==> config.mk <==
export PLATFORM = sky130hd
export DESIGN_NAME = mem_access_unit
export DESIGN_NICKNAME = d
export VERILOG_FILES = /design/src/rtl/mem_access_unit.sv
export SDC_FILE = /design/constraint.sdc
export NUM_CORES = 1
export LEC_CHECK = 0
export ABC_AREA = 1
export CAP_MARGIN = 25
export CORE_MARGIN = 8
export CORE_UTILIZATION = 41
export CTS_CLUSTER_SIZE = 25
export DETAILED_ROUTE_END_ITERATION = 7
export PLACE_DENSITY = 0.94
export SYNTH_ARGS = -nofsm -noshare
export SYNTH_HDL_FRONTEND = slang
export SYNTH_SLANG_ARGS = --single-unit
==> constraint.sdc <==
create_clock -name clk -period 1.97 [get_ports clk]
set_input_delay 0.2955 -clock clk [delete_from_list [all_inputs] [get_ports clk]]
set_output_delay 0.2955 -clock clk [all_outputs]
set_load 0.005 [all_outputs]
==> src/rtl/mem_access_unit.sv <==
// Purpose : memory-access pipeline stage; issues load/store requests and registers results to writeback.
// Latency : pass-through 1 cycle; store 1 cycle after grant; load 1 cycle after dmem_rvalid.
// Backpressure: ma_stall holds upstream while waiting for dmem_gnt or dmem_rvalid; BUBBLEs go to writeback meanwhile.
//
// Ports:
//   clk, rst                     clock, synchronous active-high reset
//   ma_inst/ma_pc/ma_dat/ma_rd2  instruction, PC, address (ALU result), store data from execute
//   ma_stall                     high while upstream must hold ma_* stable
//   dmem_req/we/addr/be/wdat     data-memory request (word-aligned address, byte lanes)
//   dmem_gnt/rvalid/rdat         data-memory grant and read response
//   wb_inst/wb_pc/wb_dat         registered results to writeback
//   ma_misalign                  registered misaligned-access flag
//
// Optional build macro: MA_MISALIGN_TRAP_EN -- misaligned halfword/word accesses are
// suppressed and flagged on ma_misalign instead of being performed aligned.
module mem_access_unit (
  input  logic        clk,
  input  logic        rst,
  input  logic [31:0] ma_inst,
  input  logic [31:0] ma_pc,
  input  logic [31:0] ma_dat,
  input  logic [31:0] ma_rd2,
  output logic        ma_stall,
  output logic        dmem_req,
  output logic        dmem_we,
  output logic [31:0] dmem_addr,
  output logic [3:0]  dmem_be,
  output logic [31:0] dmem_wdat,
  input  logic        dmem_gnt,
  input  logic        dmem_rvalid,
  input  logic [31:0] dmem_rdat,
  output logic [31:0] wb_inst,
  output logic [31:0] wb_pc,
  output logic [31:0] wb_dat,
  output logic        ma_misalign
);

  localparam logic [31:0] BUBBLE    = 32'h0000_0013;
  localparam logic [6:0]  OPC_LOAD  = 7'b0000011;
  localparam logic [6:0]  OPC_STORE = 7'b0100011;

  typedef enum logic [1:0] {IDLE, REQ, RSP} state_e;
  typedef enum logic [1:0] {SZ_B, SZ_H, SZ_W} size_e;

  state_e      state_q, state_d;
  logic [31:0] wb_inst_q, wb_inst_d;
  logic [31:0] wb_pc_q, wb_pc_d;
  logic [31:0] wb_dat_q, wb_dat_d;

  logic        is_load, is_store, is_mem, ld_unsigned, misalign;
  size_e       size;
  logic [7:0]  ld_byte;
  logic [15:0] ld_half;
  logic [31:0] ld_data;

  // Only opcode and funct3 matter here; the remaining instruction bits travel untouched.
  logic unused_inst_bits;
  assign unused_inst_bits = ^{ma_inst[31:15], ma_inst[11:7]};

  assign is_load  = (ma_inst[6:0] == OPC_LOAD);
  assign is_store = (ma_inst[6:0] == OPC_STORE);
  assign is_mem   = is_load | is_store;

  // Access size; any funct3 that is not a legal size for the access type becomes a word.
  always_comb begin
    size        = SZ_W;
    ld_unsigned = 1'b0;
    if (is_load) begin
      case (ma_inst[14:12])
        3'b000:  size = SZ_B;
        3'b001:  size = SZ_H;
        3'b100:  begin size = SZ_B; ld_unsigned = 1'b1; end
        3'b101:  begin size = SZ_H; ld_unsigned = 1'b1; end
        default: size = SZ_W;
      endcase
    end else if (is_store) begin
      case (ma_inst[14:12])
        3'b000:  size = SZ_B;
        3'b001:  size = SZ_H;
        default: size = SZ_W;
      endcase
    end
  end

`ifdef MA_MISALIGN_TRAP_EN
  assign misalign = is_mem && (((size == SZ_H) && ma_dat[0]) ||
                               ((size == SZ_W) && (ma_dat[1:0] != 2'b00)));
`else
  assign misalign = 1'b0;
`endif

  // Request fields come straight from ma_*: upstream keeps them stable while stalled,
  // so address/lanes/data stay constant across REQ without extra holding registers.
  assign dmem_addr = {ma_dat[31:2], 2'b00};
  assign dmem_we   = dmem_req & is_store;

  always_comb begin
    dmem_be   = 4'b1111;
    dmem_wdat = ma_rd2;
    case (size)
      SZ_B: begin
        dmem_be   = 4'b0001 << ma_dat[1:0];
        dmem_wdat = {4{ma_rd2[7:0]}};
      end
      SZ_H: begin
        dmem_be   = ma_dat[1] ? 4'b1100 : 4'b0011;
        dmem_wdat = {2{ma_rd2[15:0]}};
      end
      default: ;
    endcase
  end

  // Load lane extraction and extension.
  always_comb begin
    ld_half = ma_dat[1] ? dmem_rdat[31:16] : dmem_rdat[15:0];
    ld_byte = ma_dat[0] ? ld_half[15:8] : ld_half[7:0];
    case (size)
      SZ_B:    ld_data = ld_unsigned ? {24'd0, ld_byte} : {{24{ld_byte[7]}}, ld_byte};
      SZ_H:    ld_data = ld_unsigned ? {16'd0, ld_half} : {{16{ld_half[15]}}, ld_half};
      default: ld_data = dmem_rdat;
    endcase
  end

  always_comb begin
    state_d   = state_q;
    wb_inst_d = wb_inst_q;
    wb_pc_d   = wb_pc_q;
    wb_dat_d  = wb_dat_q;
    dmem_req  = 1'b0;
    ma_stall  = 1'b0;
    if (!rst) begin
      case (state_q)
        IDLE: begin
          if (misalign) begin
            wb_inst_d = BUBBLE;
          end else if (is_mem) begin
            dmem_req = 1'b1;
            if (dmem_gnt && is_store) begin
              wb_inst_d = ma_inst;
              wb_pc_d   = ma_pc;
              wb_dat_d  = ma_dat;
            end else begin
              ma_stall  = 1'b1;
              wb_inst_d = BUBBLE;
              state_d   = dmem_gnt ? RSP : REQ;
            end
          end else begin
            wb_inst_d = ma_inst;
            wb_pc_d   = ma_pc;
            wb_dat_d  = ma_dat;
          end
        end
        REQ: begin
          dmem_req = 1'b1;
          if (dmem_gnt && is_store) begin
            wb_inst_d = ma_inst;
            wb_pc_d   = ma_pc;
            wb_dat_d  = ma_dat;
            state_d   = IDLE;
          end else begin
            ma_stall  = 1'b1;
            wb_inst_d = BUBBLE;
            if (dmem_gnt) state_d = RSP;
          end
        end
        RSP: begin
          if (dmem_rvalid) begin
            wb_inst_d = ma_inst;
            wb_pc_d   = ma_pc;
            wb_dat_d  = ld_data;
            state_d   = IDLE;
          end else begin
            ma_stall  = 1'b1;
            wb_inst_d = BUBBLE;
          end
        end
        default: state_d = IDLE;
      endcase
    end
  end

  always_ff @(posedge clk) begin
    if (rst) begin
      state_q   <= IDLE;
      wb_inst_q <= BUBBLE;
      wb_pc_q   <= 32'd0;
      wb_dat_q  <= 32'd0;
    end else begin
      state_q   <= state_d;
      wb_inst_q <= wb_inst_d;
      wb_pc_q   <= wb_pc_d;
      wb_dat_q  <= wb_dat_d;
    end
  end

`ifdef MA_MISALIGN_TRAP_EN
  logic misalign_q;
  always_ff @(posedge clk) begin
    if (rst) misalign_q <= 1'b0;
    else     misalign_q <= (state_q == IDLE) && misalign;
  end
  assign ma_misalign = misalign_q;
`else
  assign ma_misalign = 1'b0;
`endif

  assign wb_inst = wb_inst_q;
  assign wb_pc   = wb_pc_q;
  assign wb_dat  = wb_dat_q;

endmodule

# Yosys cells after proc, flatten, opt, wreduce, memory -nomap -nowiden

Index checks and enable logic that the tools add are counted.

Eq/ne operators: 12
Shifts and indexed selects: 1
Mux-type cells: 41
Bitwise operators: 2
Reduce and logical (&&, ||, !) cells: 10

Operator list:

| operator            | count |
|---|---|
| $mux 32             | 11 |
| $pmux 32 s3         | 3 |
| $pmux 32 s2         | 2 |
| $mux 16             | 1 |
| $mux 2              | 8 |
| $mux 1              | 8 |
| $mux 8              | 1 |
| $pmux 2 s2          | 2 |
| $pmux 4 s2          | 1 |
| $eq 7x2->1 const B  | 1 |
| $eq 7x6->1 const B  | 1 |
| $eq 3x3->1 const B  | 2 |
| $ne 2x2->1 const B  | 3 |
| $pmux 2 s3          | 1 |
| $reduce_or 2->1     | 3 |
| $eq 2x1->1 const B  | 2 |
| $logic_not 2->1     | 2 |
| $mux 4              | 1 |
| $reduce_and 4->1    | 1 |
| $shl 1x2->4 const A | 1 |
| $eq 3x1->1 const B  | 1 |
| $logic_not 3->1     | 1 |
| $ne 3x3->1 const B  | 1 |
| $pmux 1 s3          | 1 |
| 7 further kinds     | 7 |

Flip-flop bits (word level): 98
Bits of input ports: 164
Output and inout port bits: 168
Word-level logic and storage cells: 70

# Logic depth before layout (Yosys ltp)

Word-level depth: 8
Mapped depth: 13
Mapped depth without buffers: 12

# Worst setup path before layout

No wires, ideal clock.

Path type: flip-flop to flip-flop
From: register state_q[0]
To: register wb_inst_q[12], in the netlist wb_inst[12]
Library setup time: 0.070 ns
Data arrival time: 1.694 ns
Data required time: 1.900 ns
Path slack: 0.206 ns
Cell stages (with the launch flop): 10
Path buffers: 2
Period minus slack after synthesis: 1.764 ns
Path through: dfxtp_1 inv_1 ha_1 buf_2 inv_1 a21oi_1 a21oi_4 buf_6 nand3_1 a21oi_1

Word-level cells in the longest chain between the ends: 2
Elaborated cells between the ends (all ways): 5
Those cells by class: 2 x eq/ne; 1 x mux; 2 x reduce/logical

Ends and longest elaborated chain:

| element                                          | line | text |
|---|---|---|
| start: declaration                               | 45   | `state_e state_q, state_d;` |
| start signal: assignment                         | 189  | `state_q <= state_d;` |
| $eq 2x2->1, or another cell as far along         | 132  | `case (state_q)` |
| $pmux 32 s3 or $reduce_bool 3->1 (tied branches) | -    |  |
| end signal: assignment                           | 190  | `wb_inst_q <= wb_inst_d;` |
| end: declaration                                 | 46   | `logic [31:0] wb_inst_q, wb_inst_d;` |

Several ways; a longest one is shown, not always the timed one.
A chain may end at the register's enable or synchronous reset.

# Worst setup path after layout

From: input ma_inst[4]
To: output dmem_be[2]

Word-level cells in the longest chain between the ends: 5
Elaborated cells between the ends (all ways): 7
Those cells by class: 3 x eq/ne; 3 x mux; 1 x reduce/logical

Ends and longest elaborated chain:

| element                                       | line | text |
|---|---|---|
| start: declaration                            | 19   | `input logic [31:0] ma_inst,` |
| $eq 7x6->1                                    | 61   | `assign is_store = (ma_inst[6:0] == OPC_STORE);` |
| $mux 2                                        | 76   | `end else if (is_store) begin` |
| $mux 2 (*)                                    | 68   | `if (is_load) begin` |
| $eq 2x1->1 or $logic_not 2->1 (tied branches) | 100  | `case (size)` |
| $pmux 4 s2 (*)                                | 100  |  |
| end: declaration                              | 27   | `output logic [3:0] dmem_be,` |

Mark *: on every way between the ends. The rest lies on a longest branch, timed or not.

==> summary.txt <==
Run status
  – Status: finished, final reports clean

Power
  – Seq pwr share: 27.2%
  – Internal Power: 6520 µW
  – Power per cell area: roughly 1000 mW/mm²
  – Clock network power share: ~16%
  – Sw power: approximately 4600 µW
  – VDD IR max: between 0.5 and 0.6 mV
  – Gate power share: between 50 and 60%
  – LEAKAGE: 0.00482 µW
  – Sw frac: around 41%

Hold path
  – Worst min path class: input pin to flip-flop

Synth
  – EDFF count, synth: 0
  – Warning count from the yosys run: 0
  – Mapped Cells: approximately 1.1k
  – Seq cells post-synth: 98
  – Seq/Total Area, Yosys: roughly 30%
  – Fraction of registers with async set/reset: 0%
  – Mean Syn Cell Area: a little under 6 µm²
  – Synth Flop Type: dfxtp_1
  – Netlist cell types: 34
  – Syn Std Cell Area: approximately 0.0066 mm²

Die
  – Initial Utilization: a little over two fifths
  – Row cnt: 46
  – Die Area: approximately 0.02 mm²
  – I/O pin cnt: roughly 330
  – Die Wd: between 100 and 150 µm
  – Die Height: approximately 140 µm
  – Total core area: ~0.016 mm²

Finish
  – Commonest non-fill, non-tap cells in the layout: 341 x nand2_1, 286 x clkdlybuf4s50_1, 110 x a21oi_1
  – Most common cell after layout, fill and taps aside: nand2_1
  – Layout area overhead: 62.3%
  – # diodes: 0
  – Cell area after layout: about 0.011 mm²
  – Layout cells sized above 1: around an eighth
  – Nets: around 1.6k

Clocking
  – CTS tree: yes
  – Clock tree sinks: 98
  – Clk buf depth: 2
  – CTS buffer count: 9
  – H-tree Lvls: 3
  – Worst skew pair latency: around 0.35 ns
  – CTS root buffer: clkbuf_16
  – Worst-path clk slew: about 0.08 ns

STA
  – Endpoints failing setup: 0
  – Fin Setup TNS: 0 ns
  – Final Max Tran Viols: 0
  – Relative max-transition margin: 63.3%
  – Achievable Freq: between 500 and 600 MHz
  – Fin Hold WS: about 0.26 ns
  – Worst-Margin Slew: 0.551 ns
  – Fin. Hold Viols: 0
  – Final worst-path cycle share: between 90% and 100%
  – Worst setup margin: 0.0372 ns
  – Min Clock Period, post-route: between 1.5 and 2 ns
  – Skew final: 0.0101 ns

Setup path
  – Slowest cell on crit path: dlygate4sd2_1
  – CP Data Required Time: around 1.7 ns
  – Worst setup path category: input pin to primary output
  – Worst setup EP type: primary output
  – CP Data Arrival Time: 1.64 ns
  – CP Cell Sequence: buf_2, nor2_4, nand3_4, buf_6, nor2_4, buf_12, buf_4, buf_4, nand2_1, dlygate4sd2_1
  – Startpoint types: input pin
  – Crit-path max FO: 5
  – CP peak stage delay: approximately 0.27 ns

Placement
  – Placed Area: a little over 0.01 mm²
  – DP HPWL: 21900 µm
  – Setup WS pre-CTS: -0.828 ns
  – Port Buf Inserts: between 300 and 400
  – Routability cong.: about 1.1

GRT
  – Initial antenna violation count: 0
  – Vias in the first global route: about 8.5k
  – Tot GR Track Use: between 20 and 30%
  – Gr ovfl total: 0
  – First-pass GRT wire length: about 44000 µm
  – Largest net degree at the start of global routing: 51

Detailed routing
  – Via count: between 8k and 9k
  – Pre-antenna DRT Iters: 6
  – Vias per inst: 5.22
  – Wirelength per Cell: 17.7 µm
  – DR DRC count: 0
  – Antenna Violating Nets Remaining: 0
  – Drt first-iter violations: approximately 900
  – Final wirelength: between 20000 and 30000 µm

Flow run
  – Max-cap violations: 0
## cells in the mapped netlist (2+ instances only)
library cell	n	area [µm²]
nand2_1	346	1300
inv_1	113	424
a21oi_1	112	561
nor2_1	112	420
dfxtp_1	98	1960
o21ai_0	96	480
nand3_1	68	340
buf_4	45	338
clkbuf_1	31	116
buf_2	21	105
o21ai_1	17	85.1
o211ai_1	10	75.1
buf_6	7	78.8
nor2_2	6	37.5
o22ai_1	5	31.3
ha_1	4	50.1
buf_1	3	11.3
nand2_2	3	18.8
inv_2	2	7.51
nand4_1	2	12.5
nor2_4	2	22.5
## critical path, delay by kind of cell
kind | cells | cell delay [ns]
buf+inv | 6 | 0.88
simple gates | 4 | 0.45
## stage by stage
stage | instances | total power (µW) | utilization, %
final | 1663 | 11100 | 67.6
after floorplan | 1118 | 6240 | -
after detailed placement | 1632 | 9130 | 64.5
after global routing | 1663 | 12000 | 67.6
after CTS | 1656 | 10900 | 66.7
after global placement | 1632 | 8900 | 64.5
## kinds of logic (layout without fill, tap and decap cells)
| logic type | after synthesis | in the layout | synth area share [%] |
|---|---|---|---|
| AOI/OAI and AO/OA | 244 | 244 | 19.4 |
| adders and majority gates | 4 | 4 | 0.759 |
| buffers and inverters | 224 | 553 | 16.6 |
| DFF | 98 | 98 | 29.8 |
| other | 1 | 3 | 0.0569 |
| and+or+nand+nor | 545 | 545 | 33.4 |
## final timing paths
kind	start	endpoint	slack, ns	cells past startpoint
setup / recovery	ma_inst[4]	dmem_be[2]	0.04	10
hold / removal	ma_inst[2]	wb_inst[2]	0.26	3
setup reg to reg	state_q[0]	wb_inst[28]	0.12	8
hold reg to reg	wb_pc[5]	wb_pc[5]	0.47	2
## power by group through the flow
stage	logic (µW)	clock network (µW)	registers, µW
2_1_floorplan	3190	0	3050
4_1_cts	6110	1820	3010
6_report	6310	1790	3030
3_3_place_gp	5900	0	3000
3_5_place_dp	6090	0	3040
5_1_grt	6920	1920	3110
## registers in the layout (all words and copies together) (netlist names)
register,flops
wb_dat,32
wb_pc,32
wb_inst,32
state_q,2
## routing by layer
layer / track usage [%] / vias up / wire (µm)
met4: 19.0 / 0 / 1880
met3: 6.04 / 119 / 2540
met2: 46.0 / 511 / 14100
li1: - / 4151 / -
met1: 29.6 / 3896 / 10900
met5: 0 / - / 0
## area by class of cell
| type | count | area (µm²) |
|---|---|---|
| Fill cell | 1300 | 5130 |
| Timing Repair Buffer | 421 | 4020 |
| Multi-Input combinational cell | 796 | 3700 |
| Sequential cell | 98 | 1970 |
| Inverter | 116 | 440 |
| Tap cell | 216 | 270 |
| Clock buffer | 10 | 239 |
| Clock inverter | 6 | 58.8 |
## timing repair
item,4_1_cts,5_1_grt
setup endpoints to repair,79,81
buffers inserted,8,7
hold buffers,0,0
resized for setup,127,44
pin swaps,14,7
(Power assumes the default switching activity.)
==> edit, RTL diff (config.mk and constraints unchanged) <==
Build with the macro `MA_MISALIGN_TRAP_EN` defined.
--- a/src/rtl/mem_access_unit.sv
+++ b/src/rtl/mem_access_unit.sv
@@ -13,6 +13,8 @@
 //
 // Optional build macro: MA_MISALIGN_TRAP_EN -- misaligned halfword/word accesses are
 // suppressed and flagged on ma_misalign instead of being performed aligned.
+`define MA_MISALIGN_TRAP_EN
+
 module mem_access_unit (
   input  logic        clk,
   input  logic        rst,
Behaviour: not the same (a bounded check fails within 4 cycles, from zero or initial values and one cycle with rst high).
==> edit against the unedited design <==
- global-route usage fell by 0.42 points
- cell count increased by 19%
- design area grew 17%
- synthesized area increased by 23%
- total power is 30% higher
- setup slack got worse by 0.0043 ns
- routed wire length up 17%
- die area rose by 20%
- worst hold slack better by 0.00057 ns
- sequential cell count is 1 higher
- largest cell class is now multi-input combinational cells
- largest power group unchanged
- highest routed layer is now met5
==> edit: results (changes against the unedited design) <==
switching power 6.394 mW (+39%); status finished clean; Reg power frac 23.8% (-3.4 points); critical path launch point ma_dat[1]; Post-synth top cells nand2_1 (352), a21oi_1 (168), o21ai_0 (159); area occupied by multi-input gates 5006 um2 (+35%); tap cells 265 (+23%); multi-input gates 1011 (+27%); Sequential Area 1984 um2 (+0.89%); setup ws final 0.03294 ns (-0.004273 ns); Wirelength per Cell 17.47 um (-1.4%); Seq/Total Area, Yosys 24.54% (-5.2 points); Clock net power 1.87 mW (+4%); Layout Cells excl Fill 1974 (+19%); post-DP HPWL 25.38 mm (+16%); total vias in the final route 10750 (+24%); Hold WS 0.2622 ns (+0.0005690 ns); Global Route Usage Sum 26.67% (-0.42 points); I/O Buffers 329 (+0.30%); vias in the first global route 10070 (+19%); dpl ws -0.9989 ns (-0.1705 ns); LEAKAGE 5.529 nW (+15%); Non-clock inverters 140 (+21%); drt first-iter violations 1131 (+29%); NonClk Buf Share 34.66% (-2.9 points); GPL Wtd Cong 0.9198 (-13%); # diodes 2 (+2); Crit Path Max Fanout 2 (-3); reg2reg start state_q[1]; Mapped Cells 1384 (+24%); crit path to dmem_we; Critical R2R Capture wb_inst[14]; clk_skew 0.005752 ns (-0.004359 ns); fraction of area in multi-input gates 40.02% (+5.4 points); slowest cell delay on critical path 0.47 ns (+0.20 ns); final net count 1871 (+16%); Hold EP wb_inst[2]; Pre-antenna DRT Iters 5 (-1); fillers 1638 (+26%); number of non-clock buffers in the layout 442 (+5.0%)
-- edit: timing repair --
item,4_1_cts,5_1_grt
buffers inserted,17,2
gates cloned,1,1
pin swaps,18,23
gates resized for setup,165,51
endpoints found under the setup margin,118,83
-- edit: per-layer routing --
| layer | share of wire [%] | wire, um | up-vias | global-route usage (%) |
|---|---|---|---|---|
| met1 | 39 | 13310 | 4902 | 31.90 |
| met2 | 46 | 16030 | 635 | 43.81 |
| met5 | 0.029 | 10 | - | 0 |
| met3 | 11 | 3700 | 114 | 7.253 |
| met4 | 4.1 | 1426 | 2 | 12.13 |
| li1 | - | - | 5092 | - |
-- edit: cells by family (layout without fill, tap and decap cells) --
kind of cell	after synthesis	after routing	share of synthesized area, %
DFF	99	99	24.54
other	1	4	0.04642
buffers and inverters	275	597	16.03
and+or+nand+nor	599	599	31.77
adders and majority gates	4	4	0.6196
AOI/OAI and AO/OA	406	406	27.00
